File: src/rtl/memory_access_sequencer.sv
// Byte-serial sequencer between the control unit and a byte-wide single-port RAM.
// Handles user/privileged stack push/pop and 1/2/4-byte loads/stores at descending addresses.
module memory_access_sequencer #(
    parameter int unsigned ADDR_W    = 11,
    parameter int unsigned USER_BASE = 32,
    parameter int unsigned USER_TOP  = 36,
    parameter int unsigned PRIV_BASE = 38,
    parameter int unsigned PRIV_TOP  = 42
) (
    input  logic              clock,
    input  logic              reset,
    input  logic              req_valid,
    output logic              req_ready,
    input  logic [2:0]        req_op,
    input  logic              req_write,
    input  logic              req_mode,
    input  logic [31:0]       req_addr,
    input  logic [31:0]       req_wdata,
    output logic [ADDR_W-1:0] mem_addr,
    output logic              mem_we,
    output logic [7:0]        mem_wdata,
    input  logic [7:0]        mem_rdata,
    output logic              rsp_valid,
    output logic [31:0]       rsp_rdata,
    output logic              rsp_fault,
    output logic [31:0]       user_sp,
    output logic [31:0]       priv_sp
);

    localparam logic [31:0] SpEmpty = 32'hFFFF_FFFF;

    typedef enum logic [1:0] {StIdle, StAccess, StWait, StDone} state_t;

    state_t            r_state;
    logic              r_req_ready;
    logic [ADDR_W-1:0] r_mem_addr;
    logic              r_mem_we;
    logic [7:0]        r_mem_wdata;
    logic              r_rsp_valid;
    logic [31:0]       r_rsp_rdata;
    logic              r_rsp_fault;
    logic [31:0]       r_user_sp;
    logic [31:0]       r_priv_sp;
    logic [23:0]       r_wdata;
    logic [31:0]       r_rbuf;
    logic [31:0]       r_sp_new;
    logic              r_mode;
    logic              r_stack;
    logic              r_write;
    logic [1:0]        r_k;
    logic [1:0]        r_last;

    logic [31:0]       w_sp;
    logic [31:0]       w_sp_dec;
    logic [31:0]       w_base;
    logic [31:0]       w_top;
    logic [31:0]       w_sp_new;
    logic [ADDR_W-1:0] w_first;
    logic [1:0]        w_last;
    logic              w_fault;
    logic              w_noop;
    logic              w_stack;
    logic              w_write;
    logic [1:0]        w_k_prev;
    logic [31:0]       w_rbuf_fin;

    assign w_sp     = req_mode ? r_priv_sp : r_user_sp;
    assign w_sp_dec = w_sp - 32'd1;
    assign w_base   = req_mode ? 32'(PRIV_BASE) : 32'(USER_BASE);
    assign w_top    = req_mode ? 32'(PRIV_TOP) : 32'(USER_TOP);
    assign w_k_prev = r_k - 2'd1;

    // Request decode: first address, byte count and stack bounds check
    always_comb begin
        w_fault  = 1'b0;
        w_noop   = 1'b0;
        w_stack  = 1'b0;
        w_write  = req_write;
        w_last   = 2'd0;
        w_first  = req_addr[ADDR_W-1:0];
        w_sp_new = w_sp;
        unique case (req_op)
            3'd1: begin
                w_stack = 1'b1;
                w_write = 1'b1;
                if (w_sp == SpEmpty) begin
                    w_first  = w_top[ADDR_W-1:0];
                    w_sp_new = w_top;
                end else if (w_sp > w_base && w_sp <= w_top) begin
                    w_first  = w_sp_dec[ADDR_W-1:0];
                    w_sp_new = w_sp_dec;
                end else begin
                    w_fault = 1'b1;
                end
            end
            3'd2: begin
                w_stack = 1'b1;
                w_write = 1'b0;
                if (w_sp >= w_base && w_sp < w_top) begin
                    w_first  = w_sp[ADDR_W-1:0];
                    w_sp_new = w_sp + 32'd1;
                end else if (w_sp == w_top) begin
                    w_first  = w_top[ADDR_W-1:0];
                    w_sp_new = SpEmpty;
                end else begin
                    w_fault = 1'b1;
                end
            end
            3'd3:    w_last = 2'd0;
            3'd4:    w_last = 2'd1;
            3'd5:    w_last = 2'd3;
            default: w_noop = 1'b1;
        endcase
    end

    always_comb begin
        w_rbuf_fin = r_rbuf;
        w_rbuf_fin[{r_k, 3'b000} +: 8] = mem_rdata;
    end

    always_ff @(posedge clock) begin
        if (!reset) begin
            r_state     <= StIdle;
            r_req_ready <= 1'b1;
            r_mem_addr  <= '0;
            r_mem_we    <= 1'b0;
            r_mem_wdata <= 8'h00;
            r_rsp_valid <= 1'b0;
            r_rsp_rdata <= 32'h0;
            r_rsp_fault <= 1'b0;
            r_user_sp   <= SpEmpty;
            r_priv_sp   <= SpEmpty;
            r_wdata     <= 24'h0;
            r_rbuf      <= 32'h0;
            r_sp_new    <= 32'h0;
            r_mode      <= 1'b0;
            r_stack     <= 1'b0;
            r_write     <= 1'b0;
            r_k         <= 2'd0;
            r_last      <= 2'd0;
        end else begin
            unique case (r_state)
                StIdle: begin
                    if (req_valid) begin
                        r_req_ready <= 1'b0;
                        r_rbuf      <= 32'h0;
                        r_sp_new    <= w_sp_new;
                        r_mode      <= req_mode;
                        r_stack     <= w_stack;
                        r_write     <= w_write;
                        if (w_fault || w_noop) begin
                            r_state     <= StDone;
                            r_rsp_valid <= 1'b1;
                            r_rsp_fault <= w_fault;
                            if (w_fault && req_op == 3'd2) begin
                                r_rsp_rdata <= 32'h0;
                            end
                        end else begin
                            r_state     <= StAccess;
                            r_mem_addr  <= w_first;
                            r_mem_we    <= w_write;
                            r_mem_wdata <= req_wdata[7:0];
                            r_wdata     <= req_wdata[31:8];
                            r_k         <= 2'd0;
                            r_last      <= w_last;
                        end
                    end
                end
                StAccess: begin
                    // Data for the byte issued last cycle is on mem_rdata now
                    if (!r_write && r_k != 2'd0) begin
                        r_rbuf[{w_k_prev, 3'b000} +: 8] <= mem_rdata;
                    end
                    if (r_k != r_last) begin
                        r_k         <= r_k + 2'd1;
                        r_mem_addr  <= r_mem_addr - ADDR_W'(1);
                        r_mem_wdata <= r_wdata[7:0];
                        r_wdata     <= {8'h00, r_wdata[23:8]};
                    end else begin
                        r_mem_we <= 1'b0;
                        if (r_write) begin
                            r_state     <= StDone;
                            r_rsp_valid <= 1'b1;
                            if (r_stack && r_mode) r_priv_sp <= r_sp_new;
                            if (r_stack && !r_mode) r_user_sp <= r_sp_new;
                        end else begin
                            r_state <= StWait;
                        end
                    end
                end
                StWait: begin
                    r_state     <= StDone;
                    r_rsp_valid <= 1'b1;
                    r_rsp_rdata <= w_rbuf_fin;
                    if (r_stack && r_mode) r_priv_sp <= r_sp_new;
                    if (r_stack && !r_mode) r_user_sp <= r_sp_new;
                end
                StDone: begin
                    r_state     <= StIdle;
                    r_rsp_valid <= 1'b0;
                    r_rsp_fault <= 1'b0;
                    r_req_ready <= 1'b1;
                end
                default: r_state <= StIdle;
            endcase
        end
    end

    assign req_ready = r_req_ready;
    assign mem_addr  = r_mem_addr;
    assign mem_we    = r_mem_we;
    assign mem_wdata = r_mem_wdata;
    assign rsp_valid = r_rsp_valid;
    assign rsp_rdata = r_rsp_rdata;
    assign rsp_fault = r_rsp_fault;
    assign user_sp   = r_user_sp;
    assign priv_sp   = r_priv_sp;

endmodule

File: config.mk
export PLATFORM = sky130hd
export DESIGN_NAME = memory_access_sequencer
export DESIGN_NICKNAME = d
export VERILOG_FILES = /design/src/rtl/memory_access_sequencer.sv
export SDC_FILE = /design/constraint.sdc
export NUM_CORES = 1
export LEC_CHECK = 0
export BUFFER_PORTS_ARGS = -buffer_cell sky130_fd_sc_hd__buf_2
export CAP_MARGIN = 20
export CORE_MARGIN = 3
export CORE_UTILIZATION = 56
export DETAILED_ROUTE_END_ITERATION = 6
export PLACE_DENSITY = 0.76
export SLEW_MARGIN = 15
export SYNTH_ARGS = -nofsm -noshare
export SYNTH_HDL_FRONTEND = slang
export SYNTH_SLANG_ARGS = --single-unit
File: constraint.sdc
create_clock -name clock -period 4.2 [get_ports clock]
set_input_delay 0.21 -clock clock [delete_from_list [all_inputs] [get_ports clock]]
set_output_delay 0.21 -clock clock [all_outputs]
set_load 0.01 [all_outputs]
==> impl_results.md, run 1 <==
* Fin nets at 1,621
* Post-DP Area at 11,600 sq um
* Clock-pin slew on the worst setup and hold paths at 0.06 ns
* Number of global-route vias before repair at 9,443
* Drt pass-1 iters at 5
* Die W at 143 um
* Least-Margin Pin Slew at 0.963 ns
* Post-synth EDFFs at 0
* FF-to-FF path depth at 13
* Combinational share of power at 32.8%
* Final setup fails at 0
* Fin crit share at 81.3%
* Crit path required time at 4.61 ns
* Crit end category: flop
* Slew margin rel. at 35.8%
* R2R Path End: mem_addr[6]$_SDFFE_PN0P_
* Hold crit path type: in2reg
* Fin util at 68.2%
* Critical path data arrival time at 3.83 ns
* Largest fanout on the critical path at 58
* Residual DRC count at 0
* Post-synthesis adder-cell area fraction at 2.02%
* Final clock skew at 0.0200 ns
* FF-to-FF setup slack at 0.78 ns
* DP Cell Count at 1,717
* Post-Synth XOR/XNOR Area at 0.499%
* Clock power frac at 28.8%
* Starting Density at 57.8%
* Ranking of synthesized cells by area: dfxtp_1 41%, nand2_1 10%, nand3_1 7.0%, a21oi_1 5.8%, mux2i_1 5.1%
* Largest area contributor in the netlist: dfxtp_1
* Post-synthesis mux area share at 5.78%
* Die footprint at 20,500 sq um
* I/O pin count at 199
* Largest family of logic cells by synthesized area: simple AND/OR/NAND/NOR gates
* Pleak at 5.14 nW
* CTS buffer count at 23
* Synth async-reset ratio at 0%
* Worst setup SP type: flop
* CTS root buf: clkbuf_16
* Hold wc startpoint: req_addr[10]
* Synthesized area per cell at 7.66 sq um
* Synthesized area at 10,500 sq um
* Cell area after layout at 12,400 sq um
* Non-Filler Instances at 1,766
* Maximum level of the CTS H-tree at 1
* Initial antenna violation count at 1
* TritonCTS clock tree: done
* RSZ-0062 raised after global routing: false
* Synth Area in Simple Gates at 26.7%
* Routability cong. at 0.956
* Share of layout cells above drive strength 1 at 17.4%
* Synth warn at 0
* First-pass GRT wire length at 47,400 um
* Hpwl dp at 19,600 um
* PortBufs at 177
* DIE HEIGHT at 143 um
* Commonest cells in the netlist: 285 x nand2_1, 216 x dfxtp_1, 148 x nand3_1, 121 x a21oi_1, 90 x nor2_1
* Crit Path Class: reg2reg
* Period minus WS final at 3.42 ns
* Row cnt at 49
* Most common cell in the synthesized netlist: nand2_1
* Hold Path Sink: mem_addr[10]$_SDFFE_PN0P_
* Max VDD drop at 345 uV
* Vias per inst at 5.94
* Hold path cells at 3
* Sequential power share at 38.4%
* Top_reg_cell synth: dfxtp_1
* Max Cap Violations at 0
* Fillers at 1,539
* Routed Antenna Nets at 0
* Clk buf depth at 3
* Final wirelength at 29,900 um
* DR WL/cell at 16.9 um
* Fin. Hold Viols at 0
* Switching power at 2.48 mW
* PD cells at 548 nW/um^2
* Diode count at 0
* Grt total ovfl at 0
* Max-slew violation count at 0
* Status: complete, no violations
* Clock sinks at 216
* Seq/Total Area, Yosys at 41.1%
* GRT Total Usage at 27.8%
* P_int at 4.32 mW
* Compound-Gate Fraction of Synth Area at 18.2%
* Synth Register Bits at 216
* Fmax at 293 MHz
* DR iter-0 viols at 816
* Via count at 10,500
* Sw Ratio at 36.5%
* Mapped Nets at 1,471
* Synth unique cells at 74
* Synth-to-Final Area Change at 17.9%
* Post-Route Setup TNS at 0 ns
* Synth top area share at 41.1%
* Largest net degree at the start of global routing at 93
* Core area at 18,200 sq um
* Clk Latency, worst-skew pair at 0.51 ns
* Worst r2r src: user_sp[2]$_SDFFE_PN1P_
* Synth Instances at 1,374
-- registers in the layout (all words and copies together) (netlist names) --
| name | count |
|---|---|
| req_ready | 1 |
| r_state | 2 |
| r_last | 2 |
| mem_addr | 11 |
| priv_sp | 32 |
| mem_we | 1 |
| rsp_valid | 1 |
| r_rbuf | 32 |
| r_k | 2 |
| r_mode | 1 |
| rsp_rdata | 32 |
| r_sp_new | 32 |
| r_wdata | 24 |
| r_stack | 1 |
| rsp_fault | 1 |
| mem_wdata | 8 |
| r_write | 1 |
| user_sp | 32 |
-- worst max path at each step --
stage          slack [ns]  cells after the start                         to               startpoint
2_1_floorplan        0.64                     16   mem_addr[0]$_SDFFE_PN0P_                 req_mode
3_3_place_gp         0.39                     13   mem_addr[6]$_SDFFE_PN0P_                 req_mode
3_5_place_dp         0.49                     12   mem_addr[6]$_SDFFE_PN0P_                 req_mode
4_1_cts              0.72                     12  rsp_rdata[9]$_SDFFE_PN0P_  user_sp[2]$_SDFFE_PN1P_
5_1_grt              0.56                     13   mem_addr[6]$_SDFFE_PN0P_  user_sp[2]$_SDFFE_PN1P_
6_report             0.78                     13   mem_addr[6]$_SDFFE_PN0P_  user_sp[2]$_SDFFE_PN1P_
-- area by class of cell --
type | count | area (sq um) | area share [%]
repair buffers | 215 | 1240 | 9.96
inverters | 55 | 208 | 1.67
flip-flops and latches | 216 | 4320 | 34.8
well taps | 229 | 287 | 2.31
clock inverters | 3 | 18.8 | 0.151
multi-input cells | 1013 | 5630 | 45.3
clock buffers | 35 | 711 | 5.73
-- layout by cell type (no fill, tap or decap), types with 4 or more instances in the layout --
master	netlist	final
a21oi_1	121	121
xnor2_1	6	6
nor2_1	90	88
mux2i_1	54	54
nand4_1	10	10
nand3_1	148	148
and3_1	11	11
or2_2	4	4
dlygate4sd3_1	0	11
a221oi_1	4	4
nor4_1	11	11
a211oi_1	48	48
o211ai_1	5	5
buf_2	7	177
dfxtp_1	216	216
nand2_1	285	285
o22ai_1	6	6
ha_1	17	16
mux2_2	4	4
o21a_1	4	4
a32o_1	5	5
nor2b_1	9	9
nor3_1	19	19
and2_1	10	10
o21ai_0	54	54
a31oi_1	4	4
clkbuf_16	0	23
clkbuf_8	0	9
inv_1	53	53
buf_4	4	24
a22oi_1	12	11
o31ai_1	4	4
a211o_1	4	4
nand2b_1	7	7
-- layer usage --
metal,vias up,share of wire (%),track usage (%)
li1,5108,-,-
met1,4909,42,36.0
met2,410,48,48.6
met3,68,7.1,4.29
met4,2,2.5,7.25
met5,-,0.033,0
-- critical path: stages, from the launching register on --
cell and delay [ns]:
dfxtp_1 0.35, mux2i_1 0.19, inv_1 0.13, ha_1 0.32, or2_2 0.31, o21ai_0 0.09, a21oi_1 0.09, o211ai_1 0.25
o21ai_2 0.19, a211o_1 0.38, a21boi_4 0.37, buf_12 0.30, o21ai_2 0.09, a221oi_2 0.27
-- cells by family (layout without fill, tap and decap cells) --
kind of cell             Yosys count  in the layout
adder cells (fa/ha/maj)           17             17
flip-flops                       216            216
multiplexers                      59             59
buffers and inverters            145            308
AO/OA/AOI/OAI                    305            305
XOR/XNOR                           6              6
AND/OR/NAND/NOR                  626            626
-- power groups by stage --
stage	clock [mW]	sequential (mW)	combinational, mW
after floorplan	0	2.64	1.59
after global placement	0	2.64	2.15
after detailed placement	0	2.65	2.21
after CTS	1.99	2.61	2.22
after global routing	2.08	2.65	2.46
final	1.96	2.61	2.23
-- through the flow --
step	hold slack (ns)	power [mW]	setup WS (ns)
2_1_floorplan	0.358	4.23	0.640
5_1_grt	0.0247	7.20	0.556
6_report	0.0245	6.81	0.783
4_1_cts	0.00606	6.82	0.717
3_3_place_gp	0.435	4.79	0.387
3_5_place_dp	0.440	4.86	0.489
-- repair_timing --
item | 4_1_cts | 5_1_grt
hold buffers | 11 | 0
buffers inserted | 0 | 0
endpoints found under the hold margin | 11 | 0
resized for setup | 0 | 0
Power figures use the tool's default switching activity.
==> run 2: changes to the inputs <==
--- a/config.mk
+++ b/config.mk
@@ -8,9 +8,9 @@
 export BUFFER_PORTS_ARGS = -buffer_cell sky130_fd_sc_hd__buf_2
 export CAP_MARGIN = 20
 export CORE_MARGIN = 3
-export CORE_UTILIZATION = 56
+export CORE_UTILIZATION = 51
 export DETAILED_ROUTE_END_ITERATION = 6
-export PLACE_DENSITY = 0.76
+export PLACE_DENSITY = 0.73
 export SLEW_MARGIN = 15
 export SYNTH_ARGS = -nofsm -noshare
 export SYNTH_HDL_FRONTEND = slang
==> constraint.sdc (replaced) <==
create_clock -name clock -period 3.1 [get_ports clock]
set_input_delay 0.155 -clock clock [delete_from_list [all_inputs] [get_ports clock]]
set_output_delay 0.155 -clock clock [all_outputs]
set_load 0.01 [all_outputs]
==> run 2 against run 1 <==
Utilization fell by 0.63 points. Global-route usage rose by 0.70 points. Largest cell class unchanged. Count of clock-buffer cells in the layout fell by 3. Hold slack got worse by 0.013 ns. Register-to-register slack got worse by 0.70 ns. Highest routed layer is now met4. Routed wire length rose by 9.5%. Total power rose by 44%. Sequential cell count did not move. First-iteration DRC count rose by 6.4%. Die area rose by 9.4%. Combinational power rose by 57%.
==> impl_results.md, run 2 (synthesis results as in run 1) <==
* Slew margin rel. at 32.5% (-3.3 points)
* Max-slew violation count at 0 (unchanged)
* CTS root buf: clkbuf_16
* DR iter-0 viols at 868 (+6.4%)
* Commonest non-fill, non-tap cells in the layout: 285 x nand2_1, 215 x dfxtp_1, 177 x buf_2, 148 x nand3_1, 120 x a21oi_1
* Routability cong. at 0.933 (-2.5%)
* WP buf/inv at 3 (+1)
* GRT Total Usage at 28.5% (+0.70 points)
* Post-Route Setup TNS at 0 ns (unchanged)
* Largest fanout on the critical path at 12 (-79%)
* Vias per inst at 5.71 (-3.9%)
* Critical Path, Cell by Cell: nor4b_1 -> nand4_1 -> buf_4 -> a2111oi_2 -> o211a_1 -> o21ai_2 -> a211o_1 -> a21boi_4 -> buf_4 -> buf_12 -> nor2_1 -> a211oi_1
* Number of global-route vias before repair at 10,300 (+9.6%)
* PortBufs at 177 (unchanged)
* Initial antenna violation count at 0 (-1)
* Cell area after layout at 13,400 sq um (+8.0%)
* Fin crit share at 97.3% (+16 points)
* Starting Density at 53.0% (-4.8 points)
* Core area at 19,800 sq um (+9.0%)
* Routed Antenna Nets at 0 (unchanged)
* Clk Latency, worst-skew pair at 0.52 ns (about the same)
* Synth-to-Final Area Change at 27.3%
* Fin. Hold Viols at 0 (unchanged)
* Family with the most delay on the worst path: compound AO/OA/AOI/OAI gates
* DR WL/cell at 17.2 um (+1.8%)
* Total Power at 9.80 mW (+44%)
* Worst setup margin at 0.0829 ns (-0.700 ns)
* Hpwl dp at 22,000 um (+12%)
* Clock sinks at 216 (unchanged)
* Critical path data arrival time at 3.41 ns (-0.42 ns)
* First-pass GRT wire length at 52,800 um (+11%)
* Row cnt at 51 (+4.1%)
* Period minus WS final at 3.02 ns (-0.400 ns)
* Slowest CP cell: a2111oi_2
* Least-Margin Pin Slew at 1.01 ns (+0.0494 ns)
* CP most frequent cell: buf_4
* Final setup fails at 0 (unchanged)
* Max Cap Violations at 0 (unchanged)
* WHS at 0.0117 ns (-0.0127 ns)
* Crit Path Class: reg2reg
* Die W at 150 um (+4.6%)
* Via count at 10,800 (+3.3%)
* Status: complete, no violations
* Fin nets at 1,715 (+5.8%)
* Fmax at 331 MHz (+13%)
* Max VDD drop at 446 uV (+29%)
* Worst setup SP type: flop
* Largest net degree at the start of global routing at 93 (unchanged)
* Drt pass-1 iters at 6 (+1)
* Hold crit path type: in2reg
* I/O pin count at 199 (unchanged)
* Clock-pin slew on the worst setup and hold paths at 0.06 ns (about the same)
* Pleak at 5.62 nW (+9.3%)
* Diode count at 0 (unchanged)
* Commonest non-fill, non-tap cell in the layout: nand2_1
* Final clock skew at 0.0165 ns (-0.00351 ns)
* Crit end category: flop
* Die footprint at 22,400 sq um (+9.4%)
* Maximum level of the CTS H-tree at 1 (unchanged)
* Critical Path Max Stage Delay at 0.36 ns (-0.02 ns)
* DP Worst Slack at -0.0501 ns (-0.540 ns)
* Share of layout cells above drive strength 1 at 21.4% (+4.0 points)
* RSZ-0062 raised after global routing: true
* PD cells at 731 nW/um^2 (+33%)
* Post-DP Area at 12,200 sq um (+5.4%)
* Residual DRC count at 0 (unchanged)
* DIE HEIGHT at 150 um (+4.6%)
* Clk buf depth at 3 (unchanged)
* TritonCTS clock tree: done
* Crit path required time at 3.50 ns (-1.11 ns)
* CTS buffer count at 24 (+4.3%)
* Grt total ovfl at 0 (unchanged)
* Final wirelength at 32,800 um (+9.5%)
## run 2: changes by cell type in the layout (fill, tap and decap cells not counted), moves of 2 or more
cell and change:
dlygate4sd3_1 +25, buf_12 +5, clkinv_2 +5, o21ai_1 +2
o21ai_0 -2, buf_4 +63, clkbuf_8 -5
## run 2: cell type report
type	instances	area (sq um)
inverters	55	208
clock inverters	11	97.6
well taps	265	332
fillers	1719	6440
repair buffers	308	2060
clock buffers	32	671
flip-flops and latches	216	4330
multi-input cells	1013	5710
## run 2: final timing paths
| kind | startpoint | end | slack (ns) | cells past startpoint |
|---|---|---|---|---|
| worst max register to register | priv_sp[31]$_SDFFE_PN1P_ | r_wdata[15]$_SDFFE_PN0P_ | 0.08 | 12 |
| worst min-delay path | req_wdata[13] | r_wdata[5]$_SDFFE_PN0P_ | 0.01 | 3 |
| worst max-delay path | priv_sp[31]$_SDFFE_PN1P_ | r_wdata[15]$_SDFFE_PN0P_ | 0.08 | 12 |
| worst min register to register | rsp_rdata[8]$_SDFFE_PN0P_ | rsp_rdata[8]$_SDFFE_PN0P_ | 0.45 | 2 |
## run 2: metal layers
metal,vias up,share of wire (%),track usage (%)
met5,-,0,0
met3,60,7.6,4.03
met1,5071,44,40.0
met4,0,2.3,8.60
met2,417,46,45.9
li1,5300,-,-
## run 2: metrics by stage
stage / utilization, % / cells
global placement: 61.4 / 1814
floorplan: - / 1374
CTS: 67.1 / 1893
global route: 67.5 / 1900
detailed placement: 61.4 / 1814
finish: 67.5 / 1900
## run 2: worst min-delay path: stages
cell      delay [ns]
buf_2           0.10
mux2i_1         0.13
a211oi_1        0.08
## run 2: power breakdown
group	leakage (nW)	total [mW]	switching, mW	internal, mW
clock	0.382	2.76	1.16	1.61
sequential	1.76	3.54	0.349	3.19
combinational	3.48	3.50	2.05	1.44
## run 2: repair_timing
item                       CTS  global route
setup buffers                0             7
gates resized for setup      1             7
setup endpoints to repair    4            51
hold buffers                36             0
pin swaps                    0             4
hold endpoints to repair    45             0
